--- src/rtl/mem_arbiter.sv ---
// Two-port memory arbiter: an instruction-fetch (IF) read port and a memory-access (MA)
// read/write port share one synchronous single-port RAM. MA normally has priority, but
// after MAX_CONSEC contested MA wins the IF port is forced through to avoid starvation.
module mem_arbiter #(
    parameter int unsigned ADDR_W     = 7,
    parameter int unsigned DATA_W     = 32,
    parameter int unsigned MAX_CONSEC = 4
) (
    input  logic              clk,
    input  logic              rst,

    // Instruction-fetch read port
    input  logic              if_req,
    input  logic [ADDR_W-1:0] if_addr,
    output logic              if_gnt,
    output logic              if_rvalid,
    output logic [DATA_W-1:0] if_rdata,

    // Memory-access read/write port
    input  logic              ma_req,
    input  logic              ma_we,
    input  logic [ADDR_W-1:0] ma_addr,
    input  logic [DATA_W-1:0] ma_wdata,
    output logic              ma_gnt,
    output logic              ma_rvalid,
    output logic [DATA_W-1:0] ma_rdata,

    // Memory side
    output logic              clka,
    output logic              ena,
    output logic              wea,
    output logic [ADDR_W-1:0] addra,
    output logic [DATA_W-1:0] dina,
    input  logic [DATA_W-1:0] douta,

    output logic              busy
);

    // Wide enough to hold 0..MAX_CONSEC; at least one bit even for MAX_CONSEC == 0.
    localparam int unsigned CNT_W = (MAX_CONSEC > 0) ? $clog2(MAX_CONSEC + 1) : 1;

    typedef enum logic [1:0] {
        StIdle,
        StIssue,
        StWait
    } state_e;

    typedef enum logic {
        OwnerIf,
        OwnerMa
    } owner_e;

    state_e            state_q, state_d;
    owner_e            owner_q, owner_d;
    logic [CNT_W-1:0]  cnt_q, cnt_d;

    logic              ena_q, ena_d;
    logic              wea_q, wea_d;
    logic [ADDR_W-1:0] addra_q, addra_d;
    logic [DATA_W-1:0] dina_q, dina_d;

    logic              if_gnt_q, if_gnt_d;
    logic              ma_gnt_q, ma_gnt_d;
    logic              if_rvalid_q, if_rvalid_d;
    logic              ma_rvalid_q, ma_rvalid_d;
    logic [DATA_W-1:0] if_rdata_q, if_rdata_d;
    logic [DATA_W-1:0] ma_rdata_q, ma_rdata_d;

    logic              cnt_sat;
    logic              ma_win;
    logic              if_win;

    // Arbitration decision; only acted upon in StIdle.
    always_comb begin
        cnt_sat = (cnt_q == CNT_W'(MAX_CONSEC));
        // MA wins whenever it asks, except when IF is also waiting and has been
        // passed over MAX_CONSEC times in a row.
        ma_win  = ma_req && !(if_req && cnt_sat);
        if_win  = if_req && !ma_win;
    end

    // Next-state and registered-output logic; pulses default low every cycle.
    always_comb begin
        state_d     = state_q;
        owner_d     = owner_q;
        cnt_d       = cnt_q;
        ena_d       = 1'b0;
        wea_d       = 1'b0;
        addra_d     = addra_q;
        dina_d      = dina_q;
        if_gnt_d    = 1'b0;
        ma_gnt_d    = 1'b0;
        if_rvalid_d = 1'b0;
        ma_rvalid_d = 1'b0;
        if_rdata_d  = if_rdata_q;
        ma_rdata_d  = ma_rdata_q;

        case (state_q)
            StIdle: begin
                if (ma_win) begin
                    state_d  = StIssue;
                    owner_d  = OwnerMa;
                    ena_d    = 1'b1;
                    wea_d    = ma_we;
                    addra_d  = ma_addr;
                    dina_d   = ma_wdata;
                    ma_gnt_d = 1'b1;
                    // Only a contested win counts towards the starvation limit.
                    cnt_d    = if_req ? cnt_q + CNT_W'(1) : '0;
                end else if (if_win) begin
                    state_d  = StIssue;
                    owner_d  = OwnerIf;
                    ena_d    = 1'b1;
                    wea_d    = 1'b0;
                    addra_d  = if_addr;
                    if_gnt_d = 1'b1;
                    cnt_d    = '0;
                end
            end

            StIssue: begin
                // Writes finish here; reads wait one cycle for douta.
                state_d = wea_q ? StIdle : StWait;
            end

            StWait: begin
                state_d = StIdle;
                if (owner_q == OwnerMa) begin
                    ma_rvalid_d = 1'b1;
                    ma_rdata_d  = douta;
                end else begin
                    if_rvalid_d = 1'b1;
                    if_rdata_d  = douta;
                end
            end

            default: begin
                state_d = StIdle;
            end
        endcase
    end

    // State register with synchronous active-low reset; reset aborts any transaction.
    always_ff @(posedge clk) begin
        if (!rst) begin
            state_q     <= StIdle;
            owner_q     <= OwnerIf;
            cnt_q       <= '0;
            ena_q       <= 1'b0;
            wea_q       <= 1'b0;
            addra_q     <= '0;
            dina_q      <= '0;
            if_gnt_q    <= 1'b0;
            ma_gnt_q    <= 1'b0;
            if_rvalid_q <= 1'b0;
            ma_rvalid_q <= 1'b0;
            if_rdata_q  <= '0;
            ma_rdata_q  <= '0;
        end else begin
            state_q     <= state_d;
            owner_q     <= owner_d;
            cnt_q       <= cnt_d;
            ena_q       <= ena_d;
            wea_q       <= wea_d;
            addra_q     <= addra_d;
            dina_q      <= dina_d;
            if_gnt_q    <= if_gnt_d;
            ma_gnt_q    <= ma_gnt_d;
            if_rvalid_q <= if_rvalid_d;
            ma_rvalid_q <= ma_rvalid_d;
            if_rdata_q  <= if_rdata_d;
            ma_rdata_q  <= ma_rdata_d;
        end
    end

    assign clka      = clk;
    assign ena       = ena_q;
    assign wea       = wea_q;
    assign addra     = addra_q;
    assign dina      = dina_q;
    assign if_gnt    = if_gnt_q;
    assign ma_gnt    = ma_gnt_q;
    assign if_rvalid = if_rvalid_q;
    assign ma_rvalid = ma_rvalid_q;
    assign if_rdata  = if_rdata_q;
    assign ma_rdata  = ma_rdata_q;
    assign busy      = (state_q != StIdle);

    // Grants are mutually exclusive and the starvation counter stays in range.
    a_gnt_excl: assert property (@(posedge clk) disable iff (!rst) !(if_gnt_q && ma_gnt_q));
    a_cnt_max: assert property (@(posedge clk) disable iff (!rst) cnt_q <= CNT_W'(MAX_CONSEC));

endmodule

--- config.mk ---
export PLATFORM = sky130hd
export DESIGN_NAME = mem_arbiter
export DESIGN_NICKNAME = d
export VERILOG_FILES = /design/src/rtl/mem_arbiter.sv
export SDC_FILE = /design/constraint.sdc
export NUM_CORES = 1
export LEC_CHECK = 0
export BUFFER_PORTS_ARGS = -buffer_cell sky130_fd_sc_hd__buf_2
export CAP_MARGIN = 10
export CELL_PAD_IN_SITES_DETAIL_PLACEMENT = 0
export CELL_PAD_IN_SITES_GLOBAL_PLACEMENT = 2
export CORE_MARGIN = 10
export CORE_UTILIZATION = 25
export CTS_CLUSTER_DIAMETER = 80
export DETAILED_ROUTE_END_ITERATION = 7
export HOLD_SLACK_MARGIN = 0.03
export PLACE_DENSITY = 0.76
export SKIP_CTS_REPAIR_TIMING = 1
export SYNTH_ARGS = -nofsm -noshare
export SYNTH_HDL_FRONTEND = slang
export SYNTH_SLANG_ARGS = --single-unit
--- constraint.sdc ---
create_clock -name clk -period 2.41 [get_ports clk]
set_clock_uncertainty 0.2 [all_clocks]
set_input_delay 0.723 -clock clk [delete_from_list [all_inputs] [get_ports clk]]
set_output_delay 0.723 -clock clk [all_outputs]
set_load 0.01 [all_outputs]
==> flow_results.org, run 1 <==
** Drt
- Total iterations of the first detailed-routing run :: 5
- In this run, the number of DRC markers left after iteration 0 of detailed routing was 114.
- Summed over all nets, wire length on met3 after detailed routing comes to 1.78 mm.
- In the final routed layout, each cell accounts on average for 15.5 um.
- Average via count per standard cell :: 4.43
- For this block, the routed nets add up to 14.4 mm of wire.
- Final routed DRC violation total :: 0
- The detailed router put a total of 6.21 mm of wire on met1.
- Amount of wire on met2 after detailed routing :: 6.24 mm
- The routed layout has 4099 vias.
- Highest signal layer in the routed design :: met4
- The count of nets left with antenna violations once routing finished came out at 0.

** Placement
- RD Place Congestion :: 0.785
- Including well taps, the total number of placed cells is 893.
- Placed wire-length estimate after detailed placement :: 10.5 mm
- Port buffer count :: 193

** Power
- LEAKAGE :: 2.74 nW
- In this run the power density over the cells is 853 mW/mm^2.
- Across the VDD grid, the largest voltage drop is 0.521 mV.

** Yosys
- Averaged over all synthesized cells, the footprint is 8.47 um^2.
- Synthesis produced a netlist whose cell count is 508.
- Of the synthesized area, sequential elements account for 53.5%.
- Count of different cell masters after synthesis :: 31
- FF+latch count, synth :: 115
- During synthesis, Yosys emitted a total of 0 warnings.
- Synthesis produced a netlist with a net count of 593.
- Counting flops with a built-in enable in the synthesized netlist gives 0.
- Async SR Flop Fraction :: 0%
- For this run, the leading register cell type out of synthesis is dfxtp_1.
- After synthesis the cells add up to 0.00430 mm^2.

** Job
- Max-capacitance violation count :: 0

** Floorplanning
- The core region is 0.0167 mm^2.
- Initial core utilization :: 25.8%
- During I/O placement, the number of pins put on the boundary was 194.
- Die Span X :: 151 um
- Total Die Area :: 0.0229 mm^2
- Site Rows :: 47
- Chip Height :: 151 um

** Global route
- Entering global routing, the biggest net connects 82 pins.
- Global routing finished with a remaining overflow of 0.
- The number of global-route vias before repair came to 4379.
- Global-route wire length before repair :: 22.6 mm
- The initial antenna violation count was 0.
- Total global routing track utilization :: 12.6%

** Critical path
- Data arrival, critical path :: 1.43 ns
- Cell with the biggest individual delay on the critical path :: clkbuf_16
- Cell breakdown of the critical path :: clkbuf_16 > buf_6
- Capturing element type of the critical path :: primary output
- Counting both buffers and inverters, the worst setup path holds a total of 2.
- At the worst endpoint, the required time is 1.49 ns.
- Along the worst path, the maximum fanout reaches 2.
- Dominant delay contributor by cell family on the critical path :: buffers and inverters
- The largest single stage delay on the critical path is 0.12 ns.
- Element type at the critical path start :: clock port
- Type of the worst setup path :: clk2out

** Final layout
- # diodes :: 0
- Cells fill 36.5% of the core in the end.
- Layout cell share with drive strength beyond 1 :: 34.1%
- Area added between synthesis and finish :: 41.6%
- Number of standard cells in the final layout excluding fillers :: 926
- At the end of the flow, the number of nets in the layout was 779.

** Clock tree
- After clock tree synthesis, the clock-pin slew on the worst setup and hold paths is 0.05 ns.
- Clock tree from TritonCTS :: built
- Clock latency on the worst-skew pair, taken at its later pin, is 0.52 ns.

** Timing
- F_max :: 429 MHz
- Setup repair after global routing left no endpoint under its margin.
- The max-slew violation total from the final report came to 0.
- Remaining max-slew budget at the tightest pin :: 66.1%
- Slew at the pin closest to its max-slew limit :: 0.509 ns
- The smallest clock period supported by the final layout is computed as 2.36 ns.
- Portion of the clock cycle consumed by the worst path in the final layout :: 97.8%
- Number of hold-slack violations in the final timing report :: 0
- Total of endpoints with negative setup slack in the final report :: 0

** Min path
- Hold WC Path Type :: reg2reg

** Status
- The run finished with clean final reports.
## power breakdown
part           total, mW  internal [mW]  switching (mW)
Clock               2.67           1.78           0.891
Combinational      0.489          0.209           0.280
Sequential          2.04           1.99          0.0492
## cell usage in the layout, fill, tap and decap left out, drive strengths merged
master	synthesis	layout
a21oi	67	67
a221oi	7	7
a311oi	7	7
and3	2	2
and3b	1	1
buf	15	203
bufinv	0	3
clkbuf	23	22
clkinv	0	5
clkinvlp	0	3
dfxtp	115	115
ha	2	2
inv	12	12
mux2i	32	32
nand2	192	192
nand3	5	5
nand3b	1	1
nor2	8	8
nor3	1	1
nor3b	2	2
nor4b	2	2
o211ai	1	1
o21ai	10	10
o32ai	2	2
or3b	1	1
## cell type report
type                    instances  area [um^2]
fillers                      1807        10600
flip-flops and latches        115         2300
multi-input cells             343         1760
repair buffers                202         1070
clock buffers                  23          498
well taps                     220          275
clock inverters                11          138
inverters                      12         47.5
## metal layers
layer	track usage [%]	vias up
met4	3.99	0
li1	-	2047
met1	14.2	1879
met2	19.5	161
met3	7.67	12
met5	0	-
## stage by stage
stage	setup TNS, ns	power [mW]	setup slack [ns]	instance area (um^2)	hold slack (ns)
6_report	0	5.20	0.0542	6090	0.233
4_1_cts	-0.108	5.35	-0.0987	6110	0.222
5_1_grt	0	5.45	0.0121	6090	0.238
3_3_place_gp	0	2.59	0.167	5460	0.222
2_1_floorplan	0	2.38	0.163	4300	0.271
3_5_place_dp	0	2.60	0.167	5460	0.233
## path summary, 6_finish.rpt
| path | start | endpoint | slack, ns | depth (start not counted) |
|---|---|---|---|---|
| hold / removal | wea | state_q[1] | 0.23 | 1 |
| hold reg to reg | wea | state_q[1] | 0.23 | 1 |
| setup reg to reg | cnt_q[0] | dina[17] | 0.60 | 6 |
| setup / recovery | clk | clka | 0.05 | 2 |
## registers in the layout, indices dropped and copies added, names as in the netlist, 2 cells and up
name and flops:
addra 7, cnt_q 3, dina 32, if_rdata 32
ma_rdata 32, state_q 2
## synth_stat cells (2+ instances only)
cell      instances  area [um^2]
a21oi_1          67          335
clkbuf_1         23         86.3
o21ai_0           7         35.0
buf_1             2         7.51
a221oi_1          7         61.3
nor4b_1           2         17.5
mux2i_1          32          320
buf_8             3         45.0
o32ai_1           2         17.5
ha_1              2         25.0
dfxtp_1         115         2300
buf_6             2         22.5
nand2_1         192          721
nor2_1            7         26.3
nand3_1           5         25.0
a311oi_1          7         61.3
inv_2             3         11.3
o21ai_1           3         15.0
buf_2             7         35.0
inv_1             9         33.8
## logic make-up after synthesis
family | count (synthesis) | share of synthesized area [%]
buf+inv | 50 | 5.78
mux | 32 | 7.44
simple gates | 215 | 20.3
compound gates | 94 | 12.4
flops | 115 | 53.5
fa+ha+maj | 2 | 0.581
Note: power is estimated with default switching activity, not from simulation.
==> run 2: changes to the inputs <==
--- a/config.mk
+++ b/config.mk
@@ -5,14 +5,13 @@
 export SDC_FILE = /design/constraint.sdc
 export NUM_CORES = 1
 export LEC_CHECK = 0
-export BUFFER_PORTS_ARGS = -buffer_cell sky130_fd_sc_hd__buf_2
 export CAP_MARGIN = 10
 export CELL_PAD_IN_SITES_DETAIL_PLACEMENT = 0
 export CELL_PAD_IN_SITES_GLOBAL_PLACEMENT = 2
-export CORE_MARGIN = 10
-export CORE_UTILIZATION = 25
+export CORE_UTILIZATION = 34
 export CTS_CLUSTER_DIAMETER = 80
 export DETAILED_ROUTE_END_ITERATION = 7
+export DONT_BUFFER_PORTS = 1
 export HOLD_SLACK_MARGIN = 0.03
 export PLACE_DENSITY = 0.76
 export SKIP_CTS_REPAIR_TIMING = 1
==> run 2 against run 1 <==
  * Largest cell class unchanged
  * Via count decreased by 18%
  * Sequential share of layout area increased by 7.8 points
  * Maximum frequency up 7.6%
  * Non-clock buffer count decreased by 193
  * Critical path type is now reg2out
  * Register-to-register slack improved by 0.06 ns
  * Sequential power rose by 3%
  * Die area is 43% lower
  * Worst hold slack got worse by 0.030 ns
  * Critical path depth is the same
  * Wire length decreased by 26%
  * Global-route usage grew 3.7 points
  * Design area decreased by 17%
==> flow_results.org, run 2 (same netlist as run 1, synthesis figures left out) <==
** Critical path
- Capturing element type of the critical path :: primary output (unchanged)
- Worst R2R End :: dina[13] (was dina[17])
- The arrival time at the worst endpoint was 1.24 ns (was 1.43 ns).
- Capturing element of the worst setup path :: busy (was clka)
- The launching point of the worst reg2reg path was cnt_q[0] (unchanged).
- Slack of the worst reg-to-reg path :: 0.66 ns (was 0.60 ns)
- The startpoint class of the critical path is a flop (was clock port).
- The kind of critical path is reg2out (was clk2out).
- The required time at the endpoint of the critical path was 1.49 ns (about the same).
- The start point of the critical path is state_q[0] (was clk).
- The maximum fanout count along the critical path came to 12 (was 2).
- Reg2Reg Depth :: 6 (unchanged)

** Drt
- The number of vias in the routed layout was 3362 (was 4099).
- The iteration-0 DRC count of the detailed router was 152 (was 114).
- The wire length on met3 is 1.27 mm (was 1.78 mm).
- The post-route DRC violation count came to 0 (unchanged).
- The routed wirelength normalized by instance count was 15.6 um (was 15.5 um).
- The detailed-routing iteration count for the pre-antenna-repair pass was 5 (unchanged).
- The top routing layer in use is met4 (unchanged).
- The wire length after detailed routing was 10.6 mm (was 14.4 mm).
- Post-detailed-route count of antenna-violating nets :: 0 (unchanged)
- The wire length on met2 was 5.03 mm (was 6.24 mm).
- The met1 wire length came to 4.19 mm (was 6.21 mm).
- Average via count per standard cell :: 4.95 (was 4.43)

** Clock tree
- The clock drives 115 sinks.
- Counting the buffers created by CTS gives 17.
- Max clock buf depth :: 2
- The source-to-sink clock delay at the later pin of the worst-skew pair was 0.40 ns (was 0.52 ns).
- The CTS tree is built (unchanged).
- The tree is rooted in a clkbuf_16.
- Clock transition time at the flip-flop clock pins of the worst setup and hold paths :: 0.06 ns (was 0.05 ns)
- H-tree depth :: 4

** Global route
- The remaining global-route overflow is 0 (unchanged).
- The initial antenna violation count is 0 (unchanged).
- Total global routing track utilization :: 16.3% (was 12.6%)
- The first-pass GRT wire length is 16.5 mm (was 22.6 mm).
- The pin count of the biggest net entering global routing was 82 (unchanged).
- The number of global-route vias before repair was 3296 (was 4379).

** Timing
- The max-slew violation total from the final report came to 0 (unchanged).
- The top achievable clock speed was 462 MHz (was 429 MHz).
- The count of final hold-check violations came to 0 (unchanged).
- The slew at the pin closest to its max-slew limit came to 0.645 ns (was 0.509 ns).
- Min Tclk post-route :: 2.17 ns (was 2.36 ns)
- Post-layout worst setup margin :: 0.244 ns (was 0.0542 ns)
- Remaining max-slew budget at the tightest pin :: 56.7% (was 66.1%)
- The count of final setup violators is 0 (unchanged).
- The summed negative setup slack over all endpoints was 0 ns (unchanged).
- Setup repair after global routing missed its margin :: no (unchanged)
- The fraction of the cycle the final worst path needs is 89.9% (was 97.8%).

** Floorplanning
- The area of the core is 0.0122 mm^2 (was 0.0167 mm^2).
- The number of placement rows was 40 (was 47).
- The die span in x was 115 um (was 151 um).
- The effective utilization at floorplan is 35.4% (was 25.8%).
- The chip height is 115 um (was 151 um).
- Total Die Area :: 0.0131 mm^2 (was 0.0229 mm^2)
- The number of I/O pins was 194 (unchanged).

** Placement
- The HPWL reported at the end of detailed placement was 6.89 mm (was 10.5 mm).
- The number of I/O port buffers came to 0 (was 193).
- Post-placement worst setup slack :: 0.282 ns (was 0.167 ns)
- RD Place Congestion :: 0.726 (was 0.785)

** Job
- The max-capacitance violation count came to 0 (unchanged).

** Final layout
- # diodes :: 0 (unchanged)
- Area added between synthesis and finish :: 17.3% (was 41.6%)
- Leaving out fill and tap cells, the most frequent cell in the layout is nand2_1.
- The share of post-route cells with drive strength above 1 was 9.20% (was 34.1%).
- Most frequent cells in the layout :: nand2_1, dfxtp_1, a21oi_1 (was nand2_1, buf_2, dfxtp_1)
- The count of nets after finishing was 583 (was 779).

** Power
- LEAKAGE :: 1.82 nW (was 2.74 nW)
- Power density over cell area :: 1000 mW/mm^2 (was 853 mW/mm^2)
- Peak supply drop :: 0.401 mV (was 0.521 mV)

** Status
- Result of the run: finished, final reports clean (unchanged).

** Min path
- Hold WC Path Type :: in2reg (was reg2reg)
## run 2: power by group
group	internal, mW	switching (mW)	total, mW
Clock	1.83	0.889	2.72
Sequential	1.99	0.104	2.10
Combinational	0.103	0.148	0.251
## run 2: worst min path at each step
| stage | start | end | slack (ns) | cells after the start |
|---|---|---|---|---|
| CTS | ma_req | if_gnt | 0.19 | 1 |
| floorplan | wea | state_q[1] | 0.27 | 1 |
| finish | ma_req | if_gnt | 0.20 | 1 |
| detailed placement | dina[3] | dina[3] | 0.29 | 2 |
| global placement | if_rdata[12] | if_rdata[12] | 0.29 | 2 |
| global route | ma_req | if_gnt | 0.19 | 1 |
## run 2: critical path, cell delays in order, from the launching register on
cell and delay, ns:
dfxtp_1 0.49, nor2_2 0.11, inv_2 0.24
## run 2: through the flow
step	util [%]	hold WS (ns)	cells	cell area [um^2]	power, mW
finish	41.5	0.204	679	5050	5.06
global route	41.5	0.195	679	5050	5.26
CTS	41.5	0.191	679	5050	5.13
detailed placement	36.3	0.293	647	4410	2.39
global placement	36.3	0.289	647	4410	2.38
floorplan	-	0.271	508	4300	2.38
## run 2: cell type report
type,count,area [um^2]
multi-input combinational,343,1760
tap,168,210
clock buffer,18,429
timing repair buffer,9,92.6
fill,1239,7110
inverter,12,45.0
sequential,115,2300
clock inverter,14,210
## run 2: metal layers
layer  GRT usage [%]  vias to the layer above
met5               0                        -
met4            7.36                        0
met3            7.78                       11
met2            26.6                      149
met1            18.0                     1541
li1                -                     1661
